**src/rtl/dlfloat_pkg.sv**
```systemverilog
// Shared DLFloat16 types and constants for the operand loader and pair FIFO.
package dlfloat_pkg;

  typedef logic [15:0] dlfloat16_t;

  localparam dlfloat16_t DLF_ZERO = 16'h0000;
  localparam dlfloat16_t DLF_NAN  = 16'hFFFF;

  typedef enum logic [1:0] {
    LO_A = 2'd0,
    HI_A = 2'd1,
    LO_B = 2'd2,
    HI_B = 2'd3
  } loader_state_t;

  // bit0: either operand is zero, bit1: either operand is the all-ones NaN code
  function automatic logic [1:0] dlf_pair_flags(input dlfloat16_t a, input dlfloat16_t b);
    return {(a == DLF_NAN) || (b == DLF_NAN), (a == DLF_ZERO) || (b == DLF_ZERO)};
  endfunction

endpackage

```
**src/rtl/dlfloat_pair_fifo.sv**
```systemverilog
// Circular FIFO holding assembled operand pairs; read data is forced to zero when empty.
module dlfloat_pair_fifo #(
  parameter int DEPTH = 4,
  parameter int WIDTH = 32
) (
  input  logic                       clk,
  input  logic                       rst_n,
  input  logic                       clear,
  input  logic                       push,
  input  logic [WIDTH-1:0]           wr_data,
  input  logic                       pop,
  output logic [WIDTH-1:0]           rd_data,
  output logic                       empty,
  output logic                       full,
  output logic [$clog2(DEPTH):0]     level
);

  localparam int AW = $clog2(DEPTH);
  localparam int LW = AW + 1;

  logic [WIDTH-1:0] mem [DEPTH];
  logic [AW-1:0]    wr_ptr;
  logic [AW-1:0]    rd_ptr;
  logic             do_push;
  logic             do_pop;

  assign empty   = (level == '0);
  assign full    = (level == LW'(DEPTH));
  assign do_push = push && !full;
  assign do_pop  = pop && !empty;
  assign rd_data = empty ? '0 : mem[rd_ptr];

  // DEPTH is a power of two, so pointer overflow is the modulo wrap
  always_ff @(posedge clk or negedge rst_n) begin
    if (!rst_n) begin
      wr_ptr <= '0;
      rd_ptr <= '0;
      level  <= '0;
    end else if (clear) begin
      wr_ptr <= '0;
      rd_ptr <= '0;
      level  <= '0;
    end else begin
      if (do_push) wr_ptr <= wr_ptr + 1'b1;
      if (do_pop)  rd_ptr <= rd_ptr + 1'b1;
      if (do_push && !do_pop)      level <= level + 1'b1;
      else if (do_pop && !do_push) level <= level - 1'b1;
    end
  end

  always_ff @(posedge clk) begin
    if (do_push && !clear) mem[wr_ptr] <= wr_data;
  end

endmodule

```
**src/rtl/dlfloat_operand_loader.sv**
```systemverilog
// Assembles a byte stream into DLFloat16 A/B pairs and queues them for the MAC.
// Optional class flags per pair are built when DLF_LOADER_SPECIAL_EN is defined.
//
// state | meaning
// LO_A  | waiting for A[7:0]
// HI_A  | waiting for A[15:8]
// LO_B  | waiting for B[7:0]
// HI_B  | waiting for B[15:8]; pushes the pair, stalls while FIFO full
module dlfloat_operand_loader
  import dlfloat_pkg::*;
#(
  parameter int DEPTH = 4
) (
  input  logic                     clk,
  input  logic                     rst_n,
  input  logic                     clear,
  input  logic [7:0]               in_byte,
  input  logic                     in_valid,
  output logic                     in_ready,
  output logic [15:0]              op_a,
  output logic [15:0]              op_b,
  output logic                     op_valid,
  input  logic                     op_ready,
  output logic [1:0]               op_special,
  output logic [$clog2(DEPTH):0]   fifo_level
);

`ifdef DLF_LOADER_SPECIAL_EN
  localparam int EW = 34;
`else
  localparam int EW = 32;
`endif

  loader_state_t state;
  dlfloat16_t    a_q;
  logic [7:0]    b_lo_q;
  dlfloat16_t    b_word;
  logic          accept;
  logic          push;
  logic          pop;
  logic          full;
  logic          empty;
  logic [EW-1:0] wr_data;
  logic [EW-1:0] rd_data;

  // full is a registered level, so a same-cycle pop cannot raise in_ready
  assign in_ready = !((state == HI_B) && full);
  assign accept   = in_valid && in_ready;
  assign push     = accept && (state == HI_B);
  assign op_valid = !empty;
  assign pop      = op_valid && op_ready;
  assign b_word   = {in_byte, b_lo_q};

  always_ff @(posedge clk or negedge rst_n) begin
    if (!rst_n) begin
      state  <= LO_A;
      a_q    <= '0;
      b_lo_q <= '0;
    end else if (clear) begin
      state <= LO_A;
    end else if (accept) begin
      case (state)
        LO_A: begin
          a_q[7:0] <= in_byte;
          state    <= HI_A;
        end
        HI_A: begin
          a_q[15:8] <= in_byte;
          state     <= LO_B;
        end
        LO_B: begin
          b_lo_q <= in_byte;
          state  <= HI_B;
        end
        default: state <= LO_A;
      endcase
    end
  end

`ifdef DLF_LOADER_SPECIAL_EN
  assign wr_data    = {dlf_pair_flags(a_q, b_word), b_word, a_q};
  assign op_special = rd_data[33:32];
`else
  assign wr_data    = {b_word, a_q};
  assign op_special = 2'b00;
`endif

  assign op_a = rd_data[15:0];
  assign op_b = rd_data[31:16];

  dlfloat_pair_fifo #(
    .DEPTH (DEPTH),
    .WIDTH (EW)
  ) u_fifo (
    .clk     (clk),
    .rst_n   (rst_n),
    .clear   (clear),
    .push    (push),
    .wr_data (wr_data),
    .pop     (pop),
    .rd_data (rd_data),
    .empty   (empty),
    .full    (full),
    .level   (fifo_level)
  );

endmodule
```
**config.mk**
```make
export PLATFORM = sky130hd
export DESIGN_NAME = dlfloat_operand_loader
export DESIGN_NICKNAME = d
export VERILOG_FILES = /design/src/rtl/dlfloat_pkg.sv /design/src/rtl/dlfloat_pair_fifo.sv /design/src/rtl/dlfloat_operand_loader.sv
export SDC_FILE = /design/constraint.sdc
export NUM_CORES = 1
export LEC_CHECK = 0
export ABC_AREA = 1
export CAP_MARGIN = 20
export CORE_ASPECT_RATIO = 0.8
export CORE_UTILIZATION = 50
export CTS_CLUSTER_SIZE = 12
export DETAILED_ROUTE_END_ITERATION = 7
export GPL_ROUTABILITY_DRIVEN = 0
export GPL_TIMING_DRIVEN = 1
export PLACE_DENSITY = 0.7
export REMOVE_ABC_BUFFERS = 1
export SLEW_MARGIN = 0
export SYNTH_ARGS = -nofsm -noshare
export SYNTH_HDL_FRONTEND = slang
export SYNTH_SLANG_ARGS = --single-unit
export TNS_END_PERCENT = 1
```
**constraint.sdc**
```tcl
create_clock -name clk -period 7.62 [get_ports clk]
set_clock_uncertainty 0.1 [all_clocks]
set_input_delay 1.524 -clock clk [delete_from_list [all_inputs] [get_ports clk]]
set_output_delay 1.524 -clock clk [all_outputs]
set_load 0.02 [all_outputs]
```
==> key figures <==
Global routing
  – Initial antenna violation count: 0
  – GRT overflow: 0
  – Vias in the first global route: 4208
  – First-pass GRT wire length: 22.2 mm
  – Total track usage: 22.2%
  – Largest net degree at the start of global routing: 66

Detailed routing
  – Routed len/inst: 16.9 microns
  – Routed wire length: 13.7 mm
  – Via density: 5.36
  – DRC viols: 0
  – Total number of vias: 4324
  – Iter 0 DRT Violations: 488
  – Pre-Repair DR Iteration Count: 4
  – Antenna Violating Nets Remaining: 0

STA
  – Post-route worst setup slack: 3.23 ns
  – RSZ-0062 raised after global routing: no
  – Post-route clock period utilization: 57.6%
  – Max Slew Vio Count: 0
  – Tmin final: 4.39 ns
  – Endpoints failing setup: 0
  – Least-Margin Pin Slew: 1.01 ns
  – F_max: 228 MHz
  – Fin. Hold Viols: 0
  – Relative slew slack: 33.0%
  – WHS: 0.417 ns
  – Setup TNS: 0 ns

Placed design
  – IO buf count: 49
  – Placed Cells incl. Taps: 776
  – HPWL after DPL: 7.79 mm
  – Post-Place Worst Slack: 3.48 ns
  – Post-DP Area: 7190 sq um

Power
  – Power Dens Cells: 343 nW/um^2
  – Power Total: 2.68 mW
  – Worst ir drop on vdd: 0.000186 V
  – P_leak: 2.95 nW

Synth
  – Mean Syn Cell Area: 11.5 sq um
  – Yosys top cell area share: 58.6%
  – Most common cell in the netlist: nor2_1
  – Post-synth EDFFs: 128
  – Top post-synthesis cells by count: 134 x nor2_1, 128 x edfxtp_1, 90 x nand2_1, 54 x o21ai_0, 35 x a21oi_1
  – Post-synth top flop: edfxtp_1
  – Mapped cell area: 6560 sq um
  – Cells after synthesis: 571
  – #FFs+latches synth: 161
  – Dominant cells by area after synthesis: edfxtp_1 59%, dfrtp_1 13%, nor2_1 7.7%
  – Seq/Total Area, Yosys: 71.2%
  – Fraction of registers with async set/reset: 20.5%
  – Synth area leader: edfxtp_1
  – Synth warn: 0
  – Unique masters post-synth: 22

Die
  – Row count: 37
  – Starting Density: 51.1%
  – # IOs: 52
  – Total core area: 12800 sq um
  – Die Y: 104 microns
  – Die ar.: 13600 sq um
  – Die width: 130 microns

Hold path
  – Worst Hold Launch: a_q[13]
  – Min-Delay Endpoint: u_fifo.mem[3][13]
  – Worst Hold Depth: 0
  – Hold crit path type: reg -> reg

Clocking
  – CTS buffer count: 17
  – Cts hold-fix bufs: 0
  – Clock buffer depth: 2
  – Reg clk slew, reported paths: 0.06 ns
  – Skew-Pair Late Insertion Delay: 0.41 ns
  – Htree depth: 4
  – CTS tree: built
  – Root Buffer: clkbuf_16
  – Post-CTS sizing: 0
  – Setup bufs post-CTS: 0
  – Clk sinks: 161

Setup path
  – Crit start category: register
  – Critical-path maximum fanout: 34
  – R2R Path End: u_fifo.mem[3][14]
  – Req. time, crit path: 6.00 ns
  – Critical path class: reg -> out
  – Crit path DAT: 2.76 ns
  – Path depth of the worst reg2reg path: 6
  – Crit. End Element: primary output
  – Worst R2R Start: state[0]
  – Register-to-register setup slack: 4.95 ns

Cells and area
  – Final cell count without fillers: 807
  – Fin nets: 642
  – Final instance area: 7820 sq um
  – Final Util: 61.0%
  – Antenna diodes: 0
  – Area Growth Syn to Fin: 19.4%
  – Layout cell share with drive strength beyond 1: 8.86%

Job
  – Max_cap viols: 0

Status
  – Outcome: finished clean
[metal layers]
layer | up-vias | wire [microns] | track usage, %
met5 | - | 0 | 0
met4 | 0 | 221 | 7.64
met3 | 21 | 884 | 5.09
met2 | 154 | 6360 | 33.7
met1 | 2118 | 6210 | 31.4
li1 | 2031 | - | -
[placed cells by master, fill, tap and decap left out]
master	netlist	layout
inv_2	7	7
nand2_1	90	90
clkinv_2	0	1
nand4_1	3	3
xor2_1	1	1
dfrtp_2	0	1
clkinvlp_4	0	1
clkbuf_16	0	17
o21ai_1	15	15
clkbuf_8	0	1
bufinv_16	0	5
o21ai_0	54	54
nor2_2	0	4
nand3_4	2	2
clkinv_4	0	1
nand3_1	5	5
nand2_2	3	3
inv_6	0	1
fa_1	1	1
edfxtp_1	128	128
conb_1	1	2
inv_1	19	19
buf_4	8	7
a21oi_1	35	35
nor2_1	134	130
nor2_4	4	4
clkdlybuf4s50_1	0	49
ha_1	8	8
dfrtp_1	33	32
clkbuf_1	10	4
a21oi_2	1	1
[final cells by class]
| cell class | instances | area, sq um |
|---|---|---|
| fillers | 1013 | 5000 |
| flip-flops and latches | 161 | 4670 |
| multi-input cells | 358 | 1660 |
| repair buffers | 56 | 543 |
| clock buffers | 22 | 454 |
| well taps | 175 | 219 |
| clock inverters | 9 | 180 |
| inverters | 26 | 97.6 |
[worst max-delay path, cell delays in order, from the launching register on]
cell and delay (ns):
dfrtp_1 0.33, buf_4 0.40, inv_2 0.43, nor2_1 0.18
o21ai_0 0.09, a21oi_1 0.26, clkdlybuf4s50_1 0.65
[worst max path at each step]
stage | startpoint | end | slack (ns)
finish | u_fifo.rd_ptr[1] | op_a[13] | 3.23
floorplan | u_fifo.rd_ptr[0] | op_b[14] | 3.63
detailed placement | in_valid | u_fifo.mem[3][17] | 3.48
global route | u_fifo.rd_ptr[0] | op_a[9] | 3.02
global placement | in_valid | u_fifo.mem[3][29] | 3.58
CTS | u_fifo.rd_ptr[1] | op_a[14] | 3.22
[where the power goes]
group	internal [mW]	switching, mW	leakage (nW)
Sequential	1.04	0.0636	1.58
Combinational	0.258	0.412	1.07
Clock	0.590	0.323	0.305
Total	1.88	0.798	2.95
[kinds of logic after synthesis]
group / after synthesis / share of synthesized area [%]
xor gates and xnor gates: 1 / 0.134
other: 1 / 0.0572
DFF: 161 / 71.2
adders and majority gates: 9 / 1.83
buffers and inverters: 53 / 3.66
AOI/OAI and AO/OA: 105 / 8.07
and+or+nand+nor: 241 / 15.0
[state kept, by name (all words and copies together) (netlist names)]
name / count
u_fifo.wr_ptr: 2
u_fifo.mem: 128
u_fifo.rd_ptr: 2
u_fifo.level: 3
state: 2
b_lo_q: 8
a_q: 16
No activity file was read; power rests on OpenSTA's default activity.
